**src/rtl/mmcm_lock_seq_if.sv**
```systemverilog
// Control/status bundle between the MMCM lock sequencer and the clock-manager wrapper:
// asynchronous lock flag and retry request in, reset requests and status out.
interface mmcm_lock_seq_if;
    logic       MMCM_LOCKED;
    logic       RETRY_CLR;
    logic       MMCM_RST;
    logic       SYS_RST;
    logic       READY;
    logic       FAULT;
    logic [1:0] RETRY_CNT;
    logic [7:0] LOSS_CNT;
    logic [2:0] STATE;

    modport master (
        input  MMCM_LOCKED, RETRY_CLR,
        output MMCM_RST, SYS_RST, READY, FAULT, RETRY_CNT, LOSS_CNT, STATE
    );

    modport slave (
        output MMCM_LOCKED, RETRY_CLR,
        input  MMCM_RST, SYS_RST, READY, FAULT, RETRY_CNT, LOSS_CNT, STATE
    );
endinterface

```
**src/rtl/mmcm_lock_seq.sv**
```systemverilog
// MMCM reset-and-lock sequencer: holds the MMCM in reset, waits for a stable lock with
// timeout/retry, then releases the system reset; any lock loss re-runs the sequence.
module mmcm_lock_seq #(
    parameter int RST_HOLD_CYC     = 16,
    parameter int LOCK_TIMEOUT_CYC = 100000,
    parameter int LOCK_STABLE_CYC  = 1024,
    parameter int MAX_RETRIES      = 3,
    parameter int CNT_W            = 17
) (
    input  logic           CLK_IN1,
    input  logic           RESET,
    mmcm_lock_seq_if.master bus
);

    localparam longint CNT_SPAN = 64'd1 << CNT_W;

    generate
        if (RST_HOLD_CYC < 2 || LOCK_TIMEOUT_CYC < 1 || LOCK_STABLE_CYC < 1 ||
            MAX_RETRIES < 1 || MAX_RETRIES > 3 ||
            longint'(RST_HOLD_CYC) > CNT_SPAN ||
            longint'(LOCK_TIMEOUT_CYC) > CNT_SPAN ||
            longint'(LOCK_STABLE_CYC) > CNT_SPAN) begin : g_bad_params
            $error("mmcm_lock_seq: cycle parameter out of range or CNT_W too narrow");
        end
    endgenerate

    localparam logic [CNT_W-1:0] HOLD_LAST    = CNT_W'(RST_HOLD_CYC - 1);
    localparam logic [CNT_W-1:0] TIMEOUT_LAST = CNT_W'(LOCK_TIMEOUT_CYC - 1);
    localparam logic [CNT_W-1:0] STABLE_LAST  = CNT_W'(LOCK_STABLE_CYC - 1);
    localparam logic [1:0]       RETRY_MAX    = 2'(MAX_RETRIES);

    typedef enum logic [2:0] {
        S_RST_HOLD  = 3'd0,
        S_WAIT_LOCK = 3'd1,
        S_STABLE    = 3'd2,
        S_RUN       = 3'd3,
        S_FAULT     = 3'd4
    } state_t;

    function automatic logic [7:0] sat_inc8(input logic [7:0] v);
        return (v == 8'hFF) ? v : v + 8'd1;
    endfunction

    state_t           state_q, state_d;
    logic [CNT_W-1:0] cnt_q, cnt_d;
    logic [1:0]       retry_q, retry_d;
    logic [7:0]       loss_q, loss_d;
    logic             lock_sync_p0, lock_sync_p1;
    logic             locked_s;
    logic             mmcm_rst_q, sys_rst_q, ready_q, fault_q;
    logic             mmcm_rst_d, sys_rst_d, ready_d, fault_d;

    assign locked_s = lock_sync_p1;

    // Stage boundary: asynchronous MMCM_LOCKED -> two-flop synchronizer -> FSM.
    always_ff @(posedge CLK_IN1 or posedge RESET) begin
        if (RESET) begin
            lock_sync_p0 <= 1'b0;
            lock_sync_p1 <= 1'b0;
            state_q      <= S_RST_HOLD;
            cnt_q        <= '0;
            retry_q      <= '0;
            loss_q       <= '0;
            mmcm_rst_q   <= 1'b1;
            sys_rst_q    <= 1'b1;
            ready_q      <= 1'b0;
            fault_q      <= 1'b0;
        end else begin
            lock_sync_p0 <= bus.MMCM_LOCKED;
            lock_sync_p1 <= lock_sync_p0;
            state_q      <= state_d;
            cnt_q        <= cnt_d;
            retry_q      <= retry_d;
            loss_q       <= loss_d;
            mmcm_rst_q   <= mmcm_rst_d;
            sys_rst_q    <= sys_rst_d;
            ready_q      <= ready_d;
            fault_q      <= fault_d;
        end
    end

    // Lock status is tested before any terminal count so a count never wins over a lost lock.
    always_comb begin
        state_d = S_RST_HOLD;
        cnt_d   = '0;
        retry_d = retry_q;
        loss_d  = loss_q;
        case (state_q)
            S_RST_HOLD: begin
                if (cnt_q == HOLD_LAST) begin
                    state_d = S_WAIT_LOCK;
                end else begin
                    state_d = S_RST_HOLD;
                    cnt_d   = cnt_q + 1'b1;
                end
            end
            S_WAIT_LOCK: begin
                if (locked_s) begin
                    state_d = S_STABLE;
                end else if (cnt_q == TIMEOUT_LAST) begin
                    if (retry_q == RETRY_MAX) begin
                        state_d = S_FAULT;
                    end else begin
                        state_d = S_RST_HOLD;
                        retry_d = retry_q + 2'd1;
                    end
                end else begin
                    state_d = S_WAIT_LOCK;
                    cnt_d   = cnt_q + 1'b1;
                end
            end
            S_STABLE: begin
                if (!locked_s) begin
                    state_d = S_WAIT_LOCK;
                end else if (cnt_q == STABLE_LAST) begin
                    state_d = S_RUN;
                    retry_d = '0;
                end else begin
                    state_d = S_STABLE;
                    cnt_d   = cnt_q + 1'b1;
                end
            end
            S_RUN: begin
                if (!locked_s) begin
                    state_d = S_RST_HOLD;
                    loss_d  = sat_inc8(loss_q);
                end else begin
                    state_d = S_RUN;
                end
            end
            S_FAULT: begin
                if (bus.RETRY_CLR) begin
                    state_d = S_RST_HOLD;
                    retry_d = '0;
                end else begin
                    state_d = S_FAULT;
                end
            end
            default: state_d = S_RST_HOLD;
        endcase
    end

    // Outputs are decoded from the next state so they switch on the same edge as STATE.
    always_comb begin
        mmcm_rst_d = 1'b0;
        sys_rst_d  = 1'b1;
        ready_d    = 1'b0;
        fault_d    = 1'b0;
        case (state_d)
            S_RST_HOLD: mmcm_rst_d = 1'b1;
            S_RUN: begin
                sys_rst_d = 1'b0;
                ready_d   = 1'b1;
            end
            S_FAULT: begin
                mmcm_rst_d = 1'b1;
                fault_d    = 1'b1;
            end
            default: mmcm_rst_d = 1'b0;
        endcase
    end

    assign bus.MMCM_RST  = mmcm_rst_q;
    assign bus.SYS_RST   = sys_rst_q;
    assign bus.READY     = ready_q;
    assign bus.FAULT     = fault_q;
    assign bus.RETRY_CNT = retry_q;
    assign bus.LOSS_CNT  = loss_q;
    assign bus.STATE     = state_q;

endmodule

```
**src/flat_wrapper.sv**
```systemverilog
// flat-port wrapper written by rule: the top's interface ports become plain ports
module mmcm_lock_seq_flat 
#(
    parameter int RST_HOLD_CYC     = 16,
    parameter int LOCK_TIMEOUT_CYC = 100000,
    parameter int LOCK_STABLE_CYC  = 1024,
    parameter int MAX_RETRIES      = 3,
    parameter int CNT_W            = 17
)
  (CLK_IN1, RESET, bus_MMCM_LOCKED, bus_RETRY_CLR, bus_MMCM_RST, bus_SYS_RST, bus_READY, bus_FAULT, bus_RETRY_CNT, bus_LOSS_CNT, bus_STATE);
  mmcm_lock_seq_if bus_i ();
  input  logic CLK_IN1;
  input  logic RESET;
  input wire logic [$bits(bus_i.MMCM_LOCKED)-1:0] bus_MMCM_LOCKED;
  input wire logic [$bits(bus_i.RETRY_CLR)-1:0] bus_RETRY_CLR;
  output wire logic [$bits(bus_i.MMCM_RST)-1:0] bus_MMCM_RST;
  output wire logic [$bits(bus_i.SYS_RST)-1:0] bus_SYS_RST;
  output wire logic [$bits(bus_i.READY)-1:0] bus_READY;
  output wire logic [$bits(bus_i.FAULT)-1:0] bus_FAULT;
  output wire logic [$bits(bus_i.RETRY_CNT)-1:0] bus_RETRY_CNT;
  output wire logic [$bits(bus_i.LOSS_CNT)-1:0] bus_LOSS_CNT;
  output wire logic [$bits(bus_i.STATE)-1:0] bus_STATE;
  assign bus_i.MMCM_LOCKED = bus_MMCM_LOCKED;
  assign bus_i.RETRY_CLR = bus_RETRY_CLR;
  assign bus_MMCM_RST = bus_i.MMCM_RST;
  assign bus_SYS_RST = bus_i.SYS_RST;
  assign bus_READY = bus_i.READY;
  assign bus_FAULT = bus_i.FAULT;
  assign bus_RETRY_CNT = bus_i.RETRY_CNT;
  assign bus_LOSS_CNT = bus_i.LOSS_CNT;
  assign bus_STATE = bus_i.STATE;
  mmcm_lock_seq #(.RST_HOLD_CYC(RST_HOLD_CYC), .LOCK_TIMEOUT_CYC(LOCK_TIMEOUT_CYC), .LOCK_STABLE_CYC(LOCK_STABLE_CYC), .MAX_RETRIES(MAX_RETRIES), .CNT_W(CNT_W)) u_core (.CLK_IN1(CLK_IN1), .RESET(RESET), .bus(bus_i));
endmodule
```
**config.mk**
```make
export PLATFORM = sky130hd
export DESIGN_NAME = mmcm_lock_seq_flat
export DESIGN_NICKNAME = d
export VERILOG_FILES = /design/src/rtl/mmcm_lock_seq_if.sv /design/src/rtl/mmcm_lock_seq.sv /design/src/flat_wrapper.sv
export SDC_FILE = /design/constraint.sdc
export NUM_CORES = 1
export LEC_CHECK = 0
export BUFFER_PORTS_ARGS = -buffer_cell sky130_fd_sc_hd__buf_2
export CAP_MARGIN = 30
export CELL_PAD_IN_SITES_DETAIL_PLACEMENT = 0
export CELL_PAD_IN_SITES_GLOBAL_PLACEMENT = 1
export CORE_UTILIZATION = 35
export CTS_CLUSTER_SIZE = 14
export DETAILED_ROUTE_END_ITERATION = 12
export MAX_ROUTING_LAYER = met4
export PLACE_DENSITY = 0.6
export SYNTH_ARGS = -nofsm -noshare
export SYNTH_HDL_FRONTEND = slang
export SYNTH_SLANG_ARGS = --single-unit
```
**constraint.sdc**
```tcl
create_clock -name CLK_IN1 -period 4.8 [get_ports CLK_IN1]
set_clock_uncertainty 0.2 [all_clocks]
set_input_delay 0.48 -clock CLK_IN1 [delete_from_list [all_inputs] [get_ports CLK_IN1]]
set_output_delay 0.48 -clock CLK_IN1 [all_outputs]
set_load 0.02 [all_outputs]
```
# [Word level (Yosys, flattened, before mapping)]
# Cells that the tools add are included.
[word_totals] reg_bits=36 in_bits=4 output_inout_bits=17 word_cells=64
[classes] addsub=3 eq_ne=17 n_mux=26 bitwise_logic=2 reduce_logical=6
[op_table] cell="$mux W17" n=5
[op_table] cell="$pmux W17 S3" n=1
[op_table] cell="$add A17 B1 Y17 const B" n=1
[op_table] cell="$eq A17 B10 Y1 const B" n=1
[op_table] cell="$eq A17 B17 Y1 const B" n=1
[op_table] cell="$eq A17 B4 Y1 const B" n=1
[op_table] cell="$mux W3" n=5
[op_table] cell="$pmux W3 S5" n=1
[op_table] cell="$mux W2" n=7
[op_table] cell="$eq A3 B2 Y1 const B" n=3
[op_table] cell="$add A8 B1 Y8 const B" n=1
[op_table] cell="$eq A8 B8 Y1 const B" n=1
[op_table] cell="$reduce_and A7 Y1" n=1
[op_table] cell="$eq A3 B3 Y1 const B" n=2
[op_table] cell="$logic_not A3 Y1" n=2
[op_table] cell="$mux W1" n=6
[op_table] cell="$ne A2 B1 Y1 const B" n=3
[op_table] cell="$ne A2 B2 Y1 const B" n=3
[op_table] cell="$pmux W2 S3" n=1
[op_table] cell="$eq A3 B1 Y1 const B" n=1
[op_table] cell="$reduce_and A3 Y1" n=1
[op_table] cell="$reduce_bool A3 Y1" n=1
[op_table] cell="$add A2 B1 Y2 const B" n=1
[op_table] cell="$eq A2 B2 Y1 const B" n=1
[op_table] cell="2 further kinds" n=3

# [Depth between registers and ports, before layout]
# Gate-level depths: netlist (run 1).
[depth] depth_word=8 depth_mapped=7 depth_no_buf=6

# [Least setup slack after synthesis (run 1)]
# Ideal clock, no wire load.
[synth_path] kind="reg2reg" start="reg u_core.cnt_q[11]" end="reg u_core.cnt_q[10]" setup_ps=119 t_arrival_ps=1907 path_slack_ps=2574 path_stages_with_launch=7 path_buffers=1 synth_period_minus_slack_ps=2226 cell_sequence="dfrtp_1 or4_4 or4_4 o211ai_2 o211a_4 buf_8 nor2_1"
[synth_via] elab_chain_cells=4 word_cells_on_any_way=9 classes_between="3 x eq/ne; 6 x mux"
[synth_rtl] element="start, declared" line_no="mmcm_lock_seq.sv:45" text="logic [CNT_W-1:0] cnt_q, cnt_d;"
[synth_rtl] element="start signal, assigned" line_no="mmcm_lock_seq.sv:72" text="cnt_q <= cnt_d;"
[synth_rtl] element="$eq A17 B10 Y1 or $eq A17 B17 Y1 (tied branches)" line_no="mmcm_lock_seq.sv:115, mmcm_lock_seq.sv:100"
[synth_rtl] element="$mux W17, on equally long branches" line_no="mmcm_lock_seq.sv:115, mmcm_lock_seq.sv:100"
[synth_rtl] element="$mux W17, on equally long branches" line_no="mmcm_lock_seq.sv:113, mmcm_lock_seq.sv:98"
[synth_rtl] element="$pmux W17 S3 *" line_no="mmcm_lock_seq.sv:88" text="case (state_q)"
[synth_rtl] element="net u_core.cnt_d[10]" line_no="mmcm_lock_seq.sv:45"
# The timed path passes the listed nets; every way through them passes the cells marked *.
# A chain may end at the register's enable or synchronous reset.

# [Worst setup path after layout (run 1)]
[layout_path] start="reg u_core.cnt_q[11]" end="reg u_core.retry_q[1] (netlist: u_core.bus.RETRY_CNT[1])"
[layout_via] elab_chain_cells=3 word_cells_on_any_way=5 classes_between="4 x eq/ne; 1 x reduce/logical"
[layout_rtl] element="$eq A17 B10 Y1 or $eq A17 B17 Y1 (tied branches)" line_no="mmcm_lock_seq.sv:115, mmcm_lock_seq.sv:100"
[layout_rtl] element="$ne A2 B1 Y1 (no source line)"
[layout_rtl] element="$reduce_and A7 Y1 (no source line) *"
[layout_rtl] element="end signal, assigned" line_no="mmcm_lock_seq.sv:73" text="retry_q <= retry_d;"
[layout_rtl] element="end, declared" line_no="mmcm_lock_seq.sv:46" text="logic [1:0] retry_q, retry_d;"
# Every way passes the cells marked *; elsewhere a longest branch is shown, timed or not.

==> flow_summary.toml, run 1 <==
[clocking]
cts_buffer_depth = 2
ctsRootBufferMaster = "sky130_fd_sc_hd__clkbuf_8"
number_of_clock_sinks_seen_by_cts = 36
h-tree-depth = 2
tritoncts = "done"
worst_setup_hold_path_clk_slew_ns = 0.07
post_cts_resized = 0
cts.repair_timing.setup_buffer_count = 0
worstSkewPairLatency_ns = 0.28
cts-hold-fix-buffers = 0
numCtsBuffers = 5

[setup_path]
start_kind = "register"
worst-endpoint-arrival_ns = 2.37
regToRegSetupSlack_ns = 2.43
required_ns = 4.80
setup.worst_path.end_class = "register"
worst-path-max-fanout = 5
criticalPathCategory = "register to register"

[placement]
detailedPlacementHpwl_mm = 2.31
place_ws_ns = 2.46
globalplace.congestion = 0.705
port-buffer-count = 20
placed_cell_area_sq_um = 1920
placedCellCount = 252

[drt]
drtPass1Iterations = 4
post-route-drc-count = 0
drtAntennaViolNets = 0
detailroute.via_count = 1262
number_of_design_rule_violations_left_by_the_first_detailed_router_iteration = 48
detail_route.wl_per_cell_um = 12.6
viasPerCell = 4.85
routed_wire_length_mm = 3.28

[floorplan]
cell_rows = 25
ios = 21
die-area_sq_um = 5300
chipWidth_um = 72.8
area_of_the_core_region_sq_um = 4790
fp.dieH_um = 72.8
initial_utilization_pct = 36.7

[logic_synthesis]
yosys.area_share.adder_pct = 2.14
yosysUniqueCellTypes = 38
dominant_combinational_cell_family_by_area_after_synthesis = "simple AND/OR/NAND/NOR gates"
synth_edf_count = 0
mapped_nets = 176
synth_compound_gate_area_share_pct = 6.34
syn_area_per_cell_sq_um = 10.4
yosysSeqAreaShare_pct = 51.5
post_synth_instance_area_sq_um = 1760
postSynthRegisterBits = 36
synth-simple-area-share_pct = 23.8
synth-async-reset-ratio_pct = 100
xor_xnor_cell_area_share_of_the_yosys_netlist_pct = 11.5
synth_top_flop_cell = "sky130_fd_sc_hd__dfrtp_1"
synthesis.yosys.warnings = 0
syn_inst = 169
mux_cell_area_share_after_synthesis_pct = 1.78

[finish]
final_design_area_no_fill_sq_um = 2010
layoutNonFillerInstCount = 260
share_of_post_route_cells_with_drive_strength_above_1_pct = 20.7
multiInputGateArea_sq_um = 800
fillers = 497
layout.core_utilization_pct = 42.0
area.growth.synth_to_final_pct = 14.5
area_taken_by_flip_flops_and_latches_sq_um = 903
fin_nets = 199
n_antenna_cell = 0

[sta]
finalSetupTns_ns = 0
unrepaired_setup_endpoints_after_global_routing = "no"
final_critical_delay_including_setup_and_external_delays_ns = 2.37
fmaxAchievable_ghz = 0.422
setup_ws_ns = 2.43
max_slew_headroom_at_the_worst_pin_pct = 59.2
worst_pin_slew_ns = 0.606
hold_slack_ns = 0.0811
min_period_over_period_pct = 49.4
timing.final.hold_violations = 0
finalMaxSlewViolations = 0
timing.final.setup_violations = 0

[global_route]
antenna_found_initial = 0
grt_resource_usage_total_pct = 14.9
largest_net_degree_at_the_start_of_global_routing = 37
wire_length_of_the_first_global_routing_pass_mm = 5.75
grt_overflow = 0
vias_in_the_first_global_route = 1251

[pwr]
power-per-cell-area_nw_per_um2 = 431
leakage_nw = 0.936
totalPowerFinal_mw = 0.867
worst_ir_drop_vdd_mv = 0.150

[status]
outcome = "completed"

[run]
timing.max_cap.violations = 0

[worst_hold_path]
min_path_type = "input port to asynchronous set/reset pin"
==> layout by cell type, fill, tap and decap left out, drive strengths merged, types with 2 or more instances in the layout <==
master	instances
nand2b	2
nor4	3
nor3	5
clkbuf	7
inv	6
or4	2
nor4bb	2
ha	3
nand3	11
o41ai	2
nand4	6
nand2	10
buf	21
xor2	12
dfrtp	34
nor2	26
dfstp	2
o21ai	5
and3	5
mux2i	2
xnor2	11
==> flip-flops by register name (all words and copies together), names as in the netlist <==
name	flops
u_core.bus.SYS_RST	1
u_core.bus.LOSS_CNT	8
u_core.bus.READY	1
u_core.cnt_q	17
u_core.bus.FAULT	1
u_core.lock_sync_p1	1
u_core.bus.MMCM_RST	1
u_core.bus.RETRY_CNT	2
u_core.lock_sync_p0	1
u_core.bus.STATE	3
==> Yosys cell counts (2+ instances only) <==
cell	n	area [sq um]
sky130_fd_sc_hd__xnor2_1	11	96.3
sky130_fd_sc_hd__dfrtp_1	34	851
sky130_fd_sc_hd__nor4_1	2	12.5
sky130_fd_sc_hd__nand3_1	11	55.1
sky130_fd_sc_hd__o21ai_0	4	20.0
sky130_fd_sc_hd__dfstp_2	2	52.6
sky130_fd_sc_hd__ha_1	3	37.5
sky130_fd_sc_hd__nand4_1	6	37.5
sky130_fd_sc_hd__nor4bb_1	2	20.0
sky130_fd_sc_hd__nor2_1	26	97.6
sky130_fd_sc_hd__or4_4	2	22.5
sky130_fd_sc_hd__nor3_1	5	25.0
sky130_fd_sc_hd__xor2_1	12	105
sky130_fd_sc_hd__o41ai_1	2	17.5
sky130_fd_sc_hd__inv_1	6	22.5
sky130_fd_sc_hd__nand2b_1	2	12.5
sky130_fd_sc_hd__clkbuf_1	4	15.0
sky130_fd_sc_hd__and3_1	5	31.3
sky130_fd_sc_hd__mux2i_1	2	20.0
sky130_fd_sc_hd__nand2_1	10	37.5
==> area by class of cell <==
| cell class | instances | share of cell area (%) |
|---|---|---|
| Clock buffer | 7 | 4.29 |
| Clock inverter | 1 | 0.373 |
| Inverter | 6 | 1.12 |
| Multi-Input combinational cell | 122 | 39.8 |
| Sequential cell | 36 | 44.9 |
| Tap cell | 67 | 4.17 |
| Timing Repair Buffer | 21 | 5.35 |
==> critical path: stages, from the launching register on <==
cell and delay [ns]:
sky130_fd_sc_hd__dfrtp_1 0.42, sky130_fd_sc_hd__or4_4 0.57, sky130_fd_sc_hd__or4_4 0.44, sky130_fd_sc_hd__o21ai_0 0.16, sky130_fd_sc_hd__nor3b_2 0.27, sky130_fd_sc_hd__mux2i_1 0.22
==> metal layers <==
layer / up-vias / wire length [um] / share of wire (%) / GRT usage [%]
met4: 0 / 22 / 0.67 / 5.88
met1: 617 / 1540 / 47 / 18.4
met5: - / 0 / 0 / -
met3: 2 / 103 / 3.1 / 4.14
li1: 625 / - / - / -
met2: 18 / 1610 / 49 / 23.2
==> report_power, final <==
group	switching, mW	internal [mW]
Sequential	0.0484	0.348
Combinational	0.146	0.104
Clock	0.104	0.117
Total	0.298	0.568
==> final timing paths <==
check / startpoint / to / cells past startpoint
setup / recovery: u_core.cnt_q[11]$_DFF_PP0_ / u_core.bus.RETRY_CNT[1]$_DFFE_PP0P_ / 5
hold / removal: RESET / u_core.bus.LOSS_CNT[6]$_DFFE_PP0P_ / 3
setup reg to reg: u_core.cnt_q[11]$_DFF_PP0_ / u_core.bus.RETRY_CNT[1]$_DFFE_PP0P_ / 5
hold reg to reg: u_core.lock_sync_p0$_DFF_PP0_ / u_core.lock_sync_p1$_DFF_PP0_ / 0
max in group asynchronous: RESET / u_core.bus.SYS_RST$_DFF_PP1_ / 3
min in group CLK_IN1: bus_MMCM_LOCKED / u_core.lock_sync_p0$_DFF_PP0_ / 1
==> kinds of logic after synthesis <==
logic type,count (synthesis)
AOI/OAI and AO/OA,14
xor gates and xnor gates,23
adders and majority gates,3
buffers and inverters,11
DFF,36
muxes,3
and+or+nand+nor,79
No activity file was read; power rests on OpenSTA's default activity.
==> run 2: changes to the inputs <==
==> constraint.sdc (replaced) <==
create_clock -name CLK_IN1 -period 2.29 [get_ports CLK_IN1]
set_clock_uncertainty 0.2 [all_clocks]
set_input_delay 0.229 -clock CLK_IN1 [delete_from_list [all_inputs] [get_ports CLK_IN1]]
set_output_delay 0.229 -clock CLK_IN1 [all_outputs]
set_load 0.02 [all_outputs]
==> flow_summary.toml, run 2 (synthesis results as in run 1) <==
[sta]
timing.final.hold_violations = 0
fmaxAchievable_ghz = 0.443
unrepaired_setup_endpoints_after_global_routing = "yes"
min_period_over_period_pct = 98.5
final_critical_delay_including_setup_and_external_delays_ns = 2.26
max_slew_headroom_at_the_worst_pin_pct = 65.4
worst_pin_slew_ns = 0.520
finalMaxSlewViolations = 0
timing.final.setup_violations = 0

[finish]
area_taken_by_flip_flops_and_latches_sq_um = 903
n_antenna_cell = 0
layoutNonFillerInstCount = 271
mostFrequentLayoutCells = "sky130_fd_sc_hd__dfrtp_1, sky130_fd_sc_hd__nor2_1, sky130_fd_sc_hd__buf_2"
area.growth.synth_to_final_pct = 19.9
multiInputGateArea_sq_um = 810
largest_reg_flops = 17
registers.top_by_ff_count = "u_core.cnt_q"
share_of_post_route_cells_with_drive_strength_above_1_pct = 24.5
final_common_cell = "sky130_fd_sc_hd__dfrtp_1"
fillers = 476
fin_nets = 210

[drt]
post-route-drc-count = 0
detail_route.wl_per_cell_um = 12.7
viasPerCell = 4.86
drtPass1Iterations = 4
number_of_design_rule_violations_left_by_the_first_detailed_router_iteration = 48
detailroute.via_count = 1316
routed_wire_length_mm = 3.45
drtAntennaViolNets = 0

[worst_hold_path]
min_path_type = "register to register"

[global_route]
vias_in_the_first_global_route = 1320
use_met2_pct = 24.2
use_met3_pct = 4.14
wire_length_of_the_first_global_routing_pass_mm = 5.98
antenna_found_initial = 0
largest_net_degree_at_the_start_of_global_routing = 37
grt_overflow = 0
grtUsageMet1_pct = 18.8
busiest_layer = "met2"
grt_resource_usage_total_pct = 15.4

[floorplan]
fp.dieH_um = 72.8
area_of_the_core_region_sq_um = 4790
initial_utilization_pct = 36.7
cell_rows = 25
ios = 21
chipWidth_um = 72.8
die-area_sq_um = 5300

[clocking]
worst_setup_hold_path_clk_slew_ns = 0.07
worstSkewPairLatency_ns = 0.28
numCtsBuffers = 5
h-tree-depth = 2
cts_buffer_depth = 2
tritoncts = "done"
number_of_clock_sinks_seen_by_cts = 36
ctsRootBufferMaster = "sky130_fd_sc_hd__clkbuf_8"

[setup_path]
required_ns = 2.25
criticalPathCategory = "register to register"
max_stage_delay_ns = 0.55
worst-endpoint-arrival_ns = 2.22
start_kind = "register"
setup.worst_path.end_class = "register"
critical_path.slowest_cell = "sky130_fd_sc_hd__or4_4"
timing.critical_path.cells = "or4_4 > nor4_2 > and3_1 > o211a_4 > nor2_1"
worst-path-max-fanout = 17

[placement]
placedCellCount = 258
globalplace.congestion = 0.753
detailedPlacementHpwl_mm = 2.46
port-buffer-count = 20

[pwr]
worst_ir_drop_vdd_mv = 0.338
totalPowerFinal_mw = 1.83
leakage_nw = 0.996
power-per-cell-area_nw_per_um2 = 870

[status]
outcome = "completed"

[run]
timing.max_cap.violations = 0
run 2: area by class of cell:
| cell class | count | share of cell area (%) |
|---|---|---|
| Timing Repair Buffer | 32 | 9.39 |
| Inverter | 6 | 1.07 |
| Tap cell | 67 | 3.98 |
| Sequential cell | 36 | 42.9 |
| Multi-Input combinational cell | 122 | 38.5 |
| Clock inverter | 3 | 0.892 |
| Clock buffer | 5 | 3.27 |
run 2: worst paths after layout:
| kind | startpoint | end | slack [ns] | cells after the start |
|---|---|---|---|---|
| min in group asynchronous | RESET | u_core.bus.LOSS_CNT[4]$_DFFE_PP0P_ | 0.38 | 4 |
| hold / removal | u_core.lock_sync_p0$_DFF_PP0_ | u_core.lock_sync_p1$_DFF_PP0_ | 0.16 | 0 |
| setup reg to reg | u_core.cnt_q[11]$_DFF_PP0_ | u_core.cnt_q[5]$_DFF_PP0_ | 0.03 | 5 |
| hold reg to reg | u_core.lock_sync_p0$_DFF_PP0_ | u_core.lock_sync_p1$_DFF_PP0_ | 0.16 | 0 |
| max in group asynchronous | RESET | u_core.bus.MMCM_RST$_DFF_PP1_ | 1.17 | 4 |
| setup / recovery | u_core.cnt_q[11]$_DFF_PP0_ | u_core.cnt_q[5]$_DFF_PP0_ | 0.03 | 5 |
run 2: through the flow:
stage          hold WS, ns  setup TNS, ns  utilization, %  cell area [sq um]  setup slack, ns
2_1_floorplan       0.0604              0               -               1760           0.0644
3_3_place_gp         0.141              0            41.0               1960           0.0431
3_5_place_dp         0.148      -0.000337            41.0               1960        -0.000337
4_1_cts              0.164              0            43.6               2090           0.0133
5_1_grt              0.177         -0.807            44.0               2100          -0.0707
6_report             0.159              0            44.0               2100           0.0342
run 2: critical path, delay by kind of cell (launching register included):
| kind | cells | cell delay, ns |
|---|---|---|
| flip-flops | 1 | 0.39 |
| AND/OR/NAND/NOR | 4 | 1.25 |
| AO/OA/AOI/OAI | 1 | 0.29 |
run 2: repair_timing:
item / CTS / global route
pin swaps: 0 / 2
gates resized for setup: 2 / 1
setup buffers: 0 / 2
endpoints found under the hold margin: 37 / 0
hold buffers: 3 / 0
setup endpoints to repair: 2 / 21
run 2: routing by layer:
layer | part of all wire, % | routed length [um] | vias to the layer above
li1 | - | - | 650
met1 | 49 | 1690 | 642
met2 | 47 | 1630 | 20
met3 | 2.5 | 88 | 4
met4 | 1.1 | 38 | 0
met5 | 0 | 0 | -
run 2: report_power, final:
group          internal [mW]  switching, mW
Combinational          0.247          0.345
Clock                  0.212          0.221
Sequential             0.729         0.0776
